### src/rtl/ws2812_pkg.sv
// Shared types and helpers for the WS2812 frame serializer: state encoding,
// time-to-cycle conversion and a few reference GRB colour words.
package ws2812_pkg;

  typedef enum logic [1:0] {
    IDLE  = 2'd0,
    SEND  = 2'd1,
    LATCH = 2'd2
  } state_e;

  function automatic int ns_to_cyc(input int freq_mhz, input int t_ns);
    return (freq_mhz * t_ns) / 1000;
  endfunction

  function automatic int us_to_cyc(input int freq_mhz, input int t_us);
    return freq_mhz * t_us;
  endfunction

  // Colour words are GRB ordered, matching the order they go out on the wire.
  localparam logic [23:0] COLOUR_OFF   = 24'h000000;
  localparam logic [23:0] COLOUR_GREEN = 24'hFF0000;
  localparam logic [23:0] COLOUR_RED   = 24'h00FF00;
  localparam logic [23:0] COLOUR_BLUE  = 24'h0000FF;
  localparam logic [23:0] COLOUR_WHITE = 24'hFFFFFF;

endpackage

### src/rtl/ws2812_bit_timer.sv
// Free-running bit-period counter. It looks one cycle ahead so the parent can
// register the line: signal_next is the level for the following cycle.
module ws2812_bit_timer #(
  parameter int PERIOD_CYC = 125,
  parameter int T1H_CYC    = 90,
  parameter int T0H_CYC    = 35
) (
  input  logic clk,
  input  logic reset,
  input  logic start,
  input  logic bit_val,
  output logic signal_next,
  output logic bit_end
);

  localparam int CW = (PERIOD_CYC > 1) ? $clog2(PERIOD_CYC) : 1;
  localparam logic [CW-1:0] LAST_CYC = CW'(PERIOD_CYC - 1);
  localparam logic [CW-1:0] T1H      = CW'(T1H_CYC);
  localparam logic [CW-1:0] T0H      = CW'(T0H_CYC);

  logic [CW-1:0] cyc;
  logic [CW-1:0] cyc_next;

  // NOTE: every output of an always_comb gets a value on every path, here by
  // straight-line assignment, so no latch can be inferred.
  always_comb begin
    bit_end  = (cyc == LAST_CYC);
    cyc_next = cyc + CW'(1);
    if (start || bit_end) begin
      cyc_next = '0;
    end
    // bit_val is the bit that owns cyc_next, supplied by the parent.
    signal_next = (cyc_next < (bit_val ? T1H : T0H));
  end

  // NOTE: sequential state uses non-blocking assignment so each flop samples
  // the pre-edge values independent of evaluation order.
  always_ff @(posedge clk or posedge reset) begin
    if (reset) begin
      cyc <= '0;
    end else begin
      cyc <= cyc_next;
    end
  end

endmodule

### src/rtl/ws2812_frame_serializer.sv
// WS2812 one-wire frame serializer: word 0 first, MSB first, then a low latch gap.
// Optional replay of the last frame when idle: define WS2812_AUTO_REFRESH_EN.
module ws2812_frame_serializer
  import ws2812_pkg::*;
#(
  parameter int SYS_FREQ_MHZ = 100,
  parameter int PERIOD_NS    = 1250,
  parameter int T1H_NS       = 900,
  parameter int T0H_NS       = 350,
  parameter int LATCH_US     = 80,
  parameter int NUM_WORDS    = 64,
  parameter int WORD_BITS    = 24
) (
  input  logic                           clk,
  input  logic                           reset,
  input  logic [NUM_WORDS*WORD_BITS-1:0] bits,
  input  logic                           frame_valid,
  output logic                           frame_ready,
  output logic                           signal,
  output logic                           busy,
  output logic                           frame_done
);

  localparam int PERIOD_CYC = ns_to_cyc(SYS_FREQ_MHZ, PERIOD_NS);
  localparam int T1H_CYC    = ns_to_cyc(SYS_FREQ_MHZ, T1H_NS);
  localparam int T0H_CYC    = ns_to_cyc(SYS_FREQ_MHZ, T0H_NS);
  localparam int LATCH_CYC  = us_to_cyc(SYS_FREQ_MHZ, LATCH_US);
  localparam int NUM_BITS   = NUM_WORDS * WORD_BITS;
  localparam int IW         = (NUM_BITS > 1) ? $clog2(NUM_BITS) : 1;
  localparam int LW         = (LATCH_CYC > 1) ? $clog2(LATCH_CYC) : 1;

  if (T1H_CYC >= PERIOD_CYC || T0H_CYC == 0) begin : g_bad_timing
    $error("ws2812_frame_serializer: need T1H_CYC < PERIOD_CYC and T0H_CYC > 0");
  end

  state_e              state;
  state_e              state_next;
  logic [NUM_BITS-1:0] ordered_in;
  logic [NUM_BITS-1:0] shadow;
  logic [IW-1:0]       bit_idx;
  logic [LW-1:0]       latch_cnt;
  logic                accept;
  logic                refresh;
  logic                start;
  logic                bit_val;
  logic                signal_next;
  logic                bit_end;
  logic                last_bit;
  logic                latch_last;

  // Reorder the frame into wire order: bit NUM_BITS-1 is word 0 bit 23, then
  // descending. The shadow then only ever rotates left by one.
  always_comb begin
    ordered_in = '0;
    for (int k = 0; k < NUM_WORDS; k++) begin
      for (int b = 0; b < WORD_BITS; b++) begin
        ordered_in[NUM_BITS - (k + 1) * WORD_BITS + b] = bits[k * WORD_BITS + b];
      end
    end
  end

  assign accept = (state == IDLE) && frame_valid;

`ifdef WS2812_AUTO_REFRESH_EN
  logic have_frame;

  always_ff @(posedge clk or posedge reset) begin
    if (reset) begin
      have_frame <= 1'b0;
    end else if (accept) begin
      have_frame <= 1'b1;
    end
  end

  assign refresh = (state == IDLE) && !frame_valid && have_frame;
`else
  assign refresh = 1'b0;
`endif

  assign start      = accept || refresh;
  assign last_bit   = (bit_idx == IW'(NUM_BITS - 1));
  assign latch_last = (latch_cnt == LW'(LATCH_CYC - 1));

  // Bit that owns the next line cycle: a fresh frame's first bit on accept,
  // the upcoming shadow bit at a bit boundary, otherwise the current one.
  always_comb begin
    bit_val = shadow[NUM_BITS-1];
    if (accept) begin
      bit_val = ordered_in[NUM_BITS-1];
    end else if ((state == SEND) && bit_end) begin
      bit_val = shadow[NUM_BITS-2];
    end
  end

  ws2812_bit_timer #(
    .PERIOD_CYC (PERIOD_CYC),
    .T1H_CYC    (T1H_CYC),
    .T0H_CYC    (T0H_CYC)
  ) u_bit_timer (
    .clk         (clk),
    .reset       (reset),
    .start       (start),
    .bit_val     (bit_val),
    .signal_next (signal_next),
    .bit_end     (bit_end)
  );

  always_ff @(posedge clk or posedge reset) begin
    if (reset) begin
      state <= IDLE;
    end else begin
      state <= state_next;
    end
  end

  always_comb begin
    state_next = state;
    unique case (state)
      IDLE:    if (start) state_next = SEND;
      SEND:    if (bit_end && last_bit) state_next = LATCH;
      LATCH:   if (latch_last) state_next = IDLE;
      default: state_next = IDLE;
    endcase
  end

  always_comb begin
    frame_ready = (state == IDLE);
    busy        = (state == SEND) || (state == LATCH);
    frame_done  = (state == LATCH) && latch_last;
  end

  always_ff @(posedge clk or posedge reset) begin
    if (reset) begin
      signal    <= 1'b0;
      bit_idx   <= '0;
      latch_cnt <= '0;
    end else begin
      signal <= (state_next == SEND) && signal_next;
      if (start) begin
        bit_idx <= '0;
      end else if ((state == SEND) && bit_end) begin
        bit_idx <= bit_idx + IW'(1);
      end
      latch_cnt <= (state == LATCH) ? latch_cnt + LW'(1) : '0;
    end
  end

  // NOTE: the shadow is plain flops, not a RAM, so it can take the reset; a
  // cleared shadow means nothing stale survives a reset.
  // A full frame is NUM_BITS rotations, which restores the original order
  // for a later replay.
  always_ff @(posedge clk or posedge reset) begin
    if (reset) begin
      shadow <= '0;
    end else if (accept) begin
      shadow <= ordered_in;
    end else if ((state == SEND) && bit_end) begin
      shadow <= {shadow[NUM_BITS-2:0], shadow[NUM_BITS-1]};
    end
  end

endmodule
### config.mk
export PLATFORM = sky130hd
export DESIGN_NAME = ws2812_frame_serializer
export DESIGN_NICKNAME = d
export VERILOG_FILES = /design/src/rtl/ws2812_pkg.sv /design/src/rtl/ws2812_bit_timer.sv /design/src/rtl/ws2812_frame_serializer.sv
export SDC_FILE = /design/constraint.sdc
export NUM_CORES = 2
export LEC_CHECK = 0
export CAP_MARGIN = 10
export CORE_AREA = 2 2 597 599
export DETAILED_ROUTE_END_ITERATION = 6
export DIE_AREA = 0 0 599 601
export PLACE_DENSITY = 0.5
export RECOVER_POWER = 50
export REMOVE_ABC_BUFFERS = 1
export SLEW_MARGIN = 20
export SYNTH_ARGS = -nofsm -noshare
export SYNTH_HDL_FRONTEND = slang
export SYNTH_SLANG_ARGS = --single-unit
### constraint.sdc
create_clock -name clk -period 72.6 [get_ports clk]
set_input_delay 14.52 -clock clk [delete_from_list [all_inputs] [get_ports clk]]
set_output_delay 14.52 -clock clk [all_outputs]
set_load 0.02 [all_outputs]
=== Yosys cells after proc, flatten, opt, wreduce, memory -nomap -nowiden ===
Index checks and enable logic that the tools add are counted.

* $add $sub $neg: 3
* Magnitude comparators: 1
* Equal/unequal tests: 6
* Muxes and demuxes: 13
* Reduce and logical (&&, ||, !) cells: 9

{| class="wikitable"
|+ Operator list
! kind !! count
|-
| 2-to-1 mux 1536 bit || 2
|-
| 2-to-1 mux 11 bit || 2
|-
| 2-to-1 mux 7 bit || 2
|-
| adder 13 x 1 -> 13 bit (second input constant) || 1
|-
| == test 13 bit (second input constant) || 1
|-
| 2-to-1 mux 13 bit || 1
|-
| adder 11 x 1 -> 11 bit (second input constant) || 1
|-
| == test 11 bit (second input constant) || 1
|-
| adder 7 x 1 -> 7 bit (second input constant) || 1
|-
| == test 7 bit (second input constant) || 1
|-
| < comparator 7 bit || 1
|-
| 2-to-1 mux 2 bit || 3
|-
| one-hot mux 2 bit (3 select lines) || 1
|-
| logical AND 1 bit || 5
|-
| == test 2 x 1 -> 1 bit (second input constant) || 2
|-
| == test 2 bit (second input constant) || 1
|-
| zero test 2 bit || 1
|-
| logical OR 1 bit || 2
|-
| 2-to-1 mux 1 bit || 2
|-
| nonzero test 2 bit || 1
|}

* Flip-flop bits (word level): 1,570
* Bits of input ports: 1,539
* Output and inout bits: 4
* Logic and storage cells: 38

=== Longest topological paths before layout ===
* Depth after elaboration: 7
* Mapped depth: 12
* Mapped depth without buffers: 12

=== Hierarchy ===
Synthesis repeated with hierarchy kept, for this count alone.

* Cells, all modules: 8,555
* Area, all modules: 70,183.6 um^2

{| class="wikitable"
|+ Modules (own cells, without submodules)
! module !! times used !! cells each !! area each (um^2) !! seq. area each (um^2)
|-
| ws2812_frame_serializer || 1 || 8,506 || 69,724.4 || 39,112.5
|-
| ws2812_bit_timer || 1 || 49 || 459.2 || 175.2
|}

=== Worst setup path before layout ===
OpenSTA, ideal clock, no wires.

* Kind: input port to flip-flop
* Start: input port frame_valid
* End: register signal
* Setup time: 0.125 ns
* Arrival time: 16.124 ns
* Data required time: 72.475 ns
* Setup slack: 56.351 ns
* Stages on the path: 9
* Path through: nand2_1 > o31a_1 > a21oi_1 > inv_1 > ha_1 > o211ai_1 > or4_1 > o21ai_1 > nor4b_2

* Word-level cells in the longest chain between the ends: 5

{| class="wikitable"
|+ Ends and longest elaborated chain
! element !! RTL line !! text
|-
| start: declaration || ws2812_frame_serializer.sv:17 || <nowiki>input logic frame_valid,</nowiki>
|-
| logical AND 1 bit * || ws2812_frame_serializer.sv:62 || <nowiki>assign accept = (state == IDLE) && frame_valid;</nowiki>
|-
| 2-to-1 mux 1 bit (tied with other cells) || ws2812_frame_serializer.sv:88 || <nowiki>if (accept) begin</nowiki>
|-
| 2-to-1 mux 7 bit (tied with other cells) || ws2812_bit_timer.sv:33 || <nowiki>signal_next = (cyc_next < (bit_val ? T1H : T0H));</nowiki>
|-
| < comparator 7 bit / == test 2 x 1 -> 1 bit (equally long branches) || ws2812_bit_timer.sv:33, ws2812_frame_serializer.sv:138 ||
|-
| logical AND 1 bit * || ws2812_frame_serializer.sv:138 || <nowiki>signal <= (state_next == SEND) && signal_next;</nowiki>
|-
| end signal: assignment || ws2812_frame_serializer.sv:138 ||
|-
| end: declaration || ws2812_frame_serializer.sv:19 || <nowiki>output logic signal,</nowiki>
|}

Mark *: on every way between the ends. The rest lies on a longest branch, timed or not.
A chain may end at the register's enable or synchronous reset.

==> run_results.csv <==
group,metric,value,unit
drt,viasPerCell,4.40,
power_and_ir_drop,intPower,1.53,mW
sta,max_slew.worst_pin.slew,9.55,ns
sta,fin_crit_sh,0.396,
global_routing,grt_overflow,0,
clock_network,h-tree-depth,4,
clock_network,ctsRootBufferMaster,"clkbuf_16",
clock_network,clk_latency,0.85,ns
sta,relSlewSlack,-5.37,
critical_path,critPathLaunchType,"primary input",
power_and_ir_drop,switching_power,450,µW
sta,final_hold_viol_count,0,
die,start_util,0.197,
die,die_w,599,µm
power_and_ir_drop,power.density,20.7,nW/µm²
clock_network,ctsHoldBuffers,0,
clock_network,cts_buffers,192,
critical_path,worstPathMaxFanout,143,
sta,setup_ws,43.88,ns
yosys,syn-cell-area,69800,µm²
power_and_ir_drop,pwr-share-comb,0.056,
global_routing,grtUsageTotal,0.152,
die,rows,219,
sta,skew,0.0280,ns
cells_and_area,drive_gt1_frac,0.0384,
power_and_ir_drop,power_frac_clock,0.502,
sta,tns,0,ns
yosys,avgSynthCellArea,8.16,µm²
sta,post-route-min-period,28.72,ns
critical_path,critPathCaptureType,"async pin",
job,timing.max_cap.violations,28,
cells_and_area,nFillCells,38500,
power_and_ir_drop,sequentialPowerShare,0.441,
drt,wl_per_cell,19.5,µm
drt,final_antenna_net_count,0,
critical_path,worstSetupPathType,"primary input to async pin",
sta,rsz0062_at_grt,"no",
die,core,354000,µm²
placed_design,place_ws,51.14,ns
yosys,synth_warnings,0,
global_routing,antenna_found_initial,114,
clock_network,clk_pin_slew_worst_paths,0.05,ns
die,die_h,601,µm
yosys,synthCells,8550,
yosys,synthArstFlopShare,1.00,
drt,drtIter0Drc,5944,
drt,wirelength,286,mm
drt,drcViolationCount,8,
clock_network,post_cts_buffers,0,
drt,dr.pass1.iters,7,
run_status,violations,"DRC, capacitance limit, slew limit",
clock_network,post_cts_resized,0,
sta,fmax,34.8,MHz
yosys,ys_ff_latch,1570,
power_and_ir_drop,irDropWorstVdd,21.3,µV
placed_design,numPortBuffers,1542,
power_and_ir_drop,sw_frac_of_total,0.227,
power_and_ir_drop,power.static_leakage,40.7,nW
clock_network,cts_max_path_buffers,4,
critical_path,arrival,29.56,ns
clock_network,cts_tree,"built",
worst_hold_path,hold_path_class,"register to register",
global_routing,grt_first_pass_wirelength,418,mm
yosys,ys.flop_type,"dfrtp_1",
cells_and_area,nets,11200,
die,pin_count,1543,
drt,vias,64400,
run_status,status,"finished, violations left",
yosys,synthDistinctLibCells,39,
placed_design,globalplace.congestion,0.866,
global_routing,grt_max_degree,245,
placed_design,hpwlAfterDp,203,mm
global_routing,grt_pass1_vias,62600,
critical_path,worstPathRequired,73.44,ns
cells_and_area,syn_to_final_growth,37.2,%
clock_network,cts_sinks,1570,
yosys,synth-edff-count,0,
yosys,yosysSeqAreaShare,0.563,
sta,setup_viol,0,
sta,slew_violations,2183,
die,die_area,360000,µm²
[worst max-delay path, stage by stage]
cell and delay [ns]:
dlygate4sd3_1 0.55, clkinvlp_2 2.17, clkbuf_1 1.98, clkbuf_1 2.12, clkbuf_1 5.53, buf_4 1.31, buf_4 0.84
[kinds of logic (layout without fill, tap and decap cells)]
logic type / after synthesis / after routing / share of synthesized area
buffers and inverters: 695 / 1992 / 0.0382
and+or+nand+nor: 4690 / 4690 / 0.254
adders and majority gates: 10 / 10 / 0.00179
AOI/OAI and AO/OA: 1563 / 1563 / 0.140
xor gates and xnor gates: 22 / 22 / 0.00276
other: 0 / 59 / 0
DFF: 1570 / 1570 / 0.563
[through the flow]
| stage | util | hold WS, ns | total power, mW | cells | cell area, µm² |
|---|---|---|---|---|---|
| after floorplan | - | 0.439 | 0.907 | 7865 | 67200 |
| after global placement | 0.252 | 0.473 | 1.01 | 14300 | 89300 |
| after detailed placement | 0.252 | 0.480 | 1.00 | 14300 | 89300 |
| after CTS | 0.271 | 0.487 | 2.02 | 14600 | 95800 |
| after global routing | 0.270 | 0.508 | 2.05 | 14600 | 95700 |
| final | 0.271 | 0.490 | 1.98 | 14700 | 95800 |
[flip-flops by register name (all words and copies together), names as in the netlist]
name / cells
u_bit_timer.cyc: 7
signal: 1
shadow: 1536
bit_idx: 11
state: 2
latch_cnt: 13
[layout by cell type (no fill, tap or decap), types with 3 or more instances in the layout]
master	instances
buf_4	66
clkdlybuf4s50_1	1537
ha_1	10
inv_6	4
inv_1	9
a31oi_1	1535
xor2_1	16
buf_12	4
or3_1	3
xnor2_1	6
diode_2	59
o21ai_1	3
bufinv_16	9
dlygate4sd3_1	5
clkinvlp_4	4
clkinv_2	23
a21oi_1	10
clkbuf_16	197
o21ai_0	6
dfrtp_1	1570
nor2_1	1564
clkbuf_8	53
clkbuf_1	69
and3_1	4
nand3_1	13
nand2_1	3082
nand4_1	8
clkinv_4	5
inv_16	3
[power groups by stage]
stage / clock network, mW / registers, mW / logic (mW)
final: 0.996 / 0.875 / 0.112
after detailed placement: 0 / 0.891 / 0.114
after global routing: 1.06 / 0.875 / 0.119
after floorplan: 0 / 0.894 / 0.0131
after CTS: 1.03 / 0.875 / 0.114
after global placement: 0 / 0.891 / 0.115
[path summary, 6_finish.rpt]
| check | startpoint | endpoint | slack [ns] | cells past startpoint |
|---|---|---|---|---|
| max | reset | shadow[1530] | 43.88 | 7 |
| min | latch_cnt[0] | latch_cnt[0] | 0.49 | 1 |
| max reg2reg | state[0] | shadow[807] | 59.59 | 11 |
| min reg2reg | latch_cnt[0] | latch_cnt[0] | 0.49 | 1 |
| max in group clk | frame_valid | shadow[807] | 46.07 | 10 |
| min in group asynchronous | reset | shadow[71] | 15.28 | 2 |
[synth_stat cells (2+ instances only)]
cell	count	area share
buf_1	32	0.0017
o21ai_0	5	0.00036
dfrtp_1	1570	0.56
and3_1	4	0.00036
or3_1	3	0.00027
a31oi_1	1535	0.14
nand3_1	13	0.00093
xnor2_1	6	0.00075
nand2_1	3082	0.17
a21oi_1	10	0.00072
nor2_1	1565	0.084
nor2b_1	2	0.00018
inv_1	10	0.00054
nand4_1	8	0.00072
buf_2	43	0.0031
and2_1	3	0.00027
ha_1	10	0.0018
o21ai_1	4	0.00029
clkbuf_1	609	0.033
and4_1	2	0.00025
xor2_1	16	0.0020
[routing by layer]
metal	track usage	wire (µm)
met5	0	483
met4	0.0497	7980
met3	0.0318	16000
met2	0.257	141000
met1	0.192	121000
[cell type report]
type,count,area [µm²],area share
well taps,4751,5940,0.0621
diodes,59,148,0.00154
inverters,10,38.8,0.000405
clock inverters,51,598,0.00624
repair buffers,1638,16100,0.168
flip-flops and latches,1570,39300,0.410
multi-input cells,6285,27800,0.291
clock buffers,293,5820,0.0608
No activity file was read; power rests on OpenSTA's default activity.
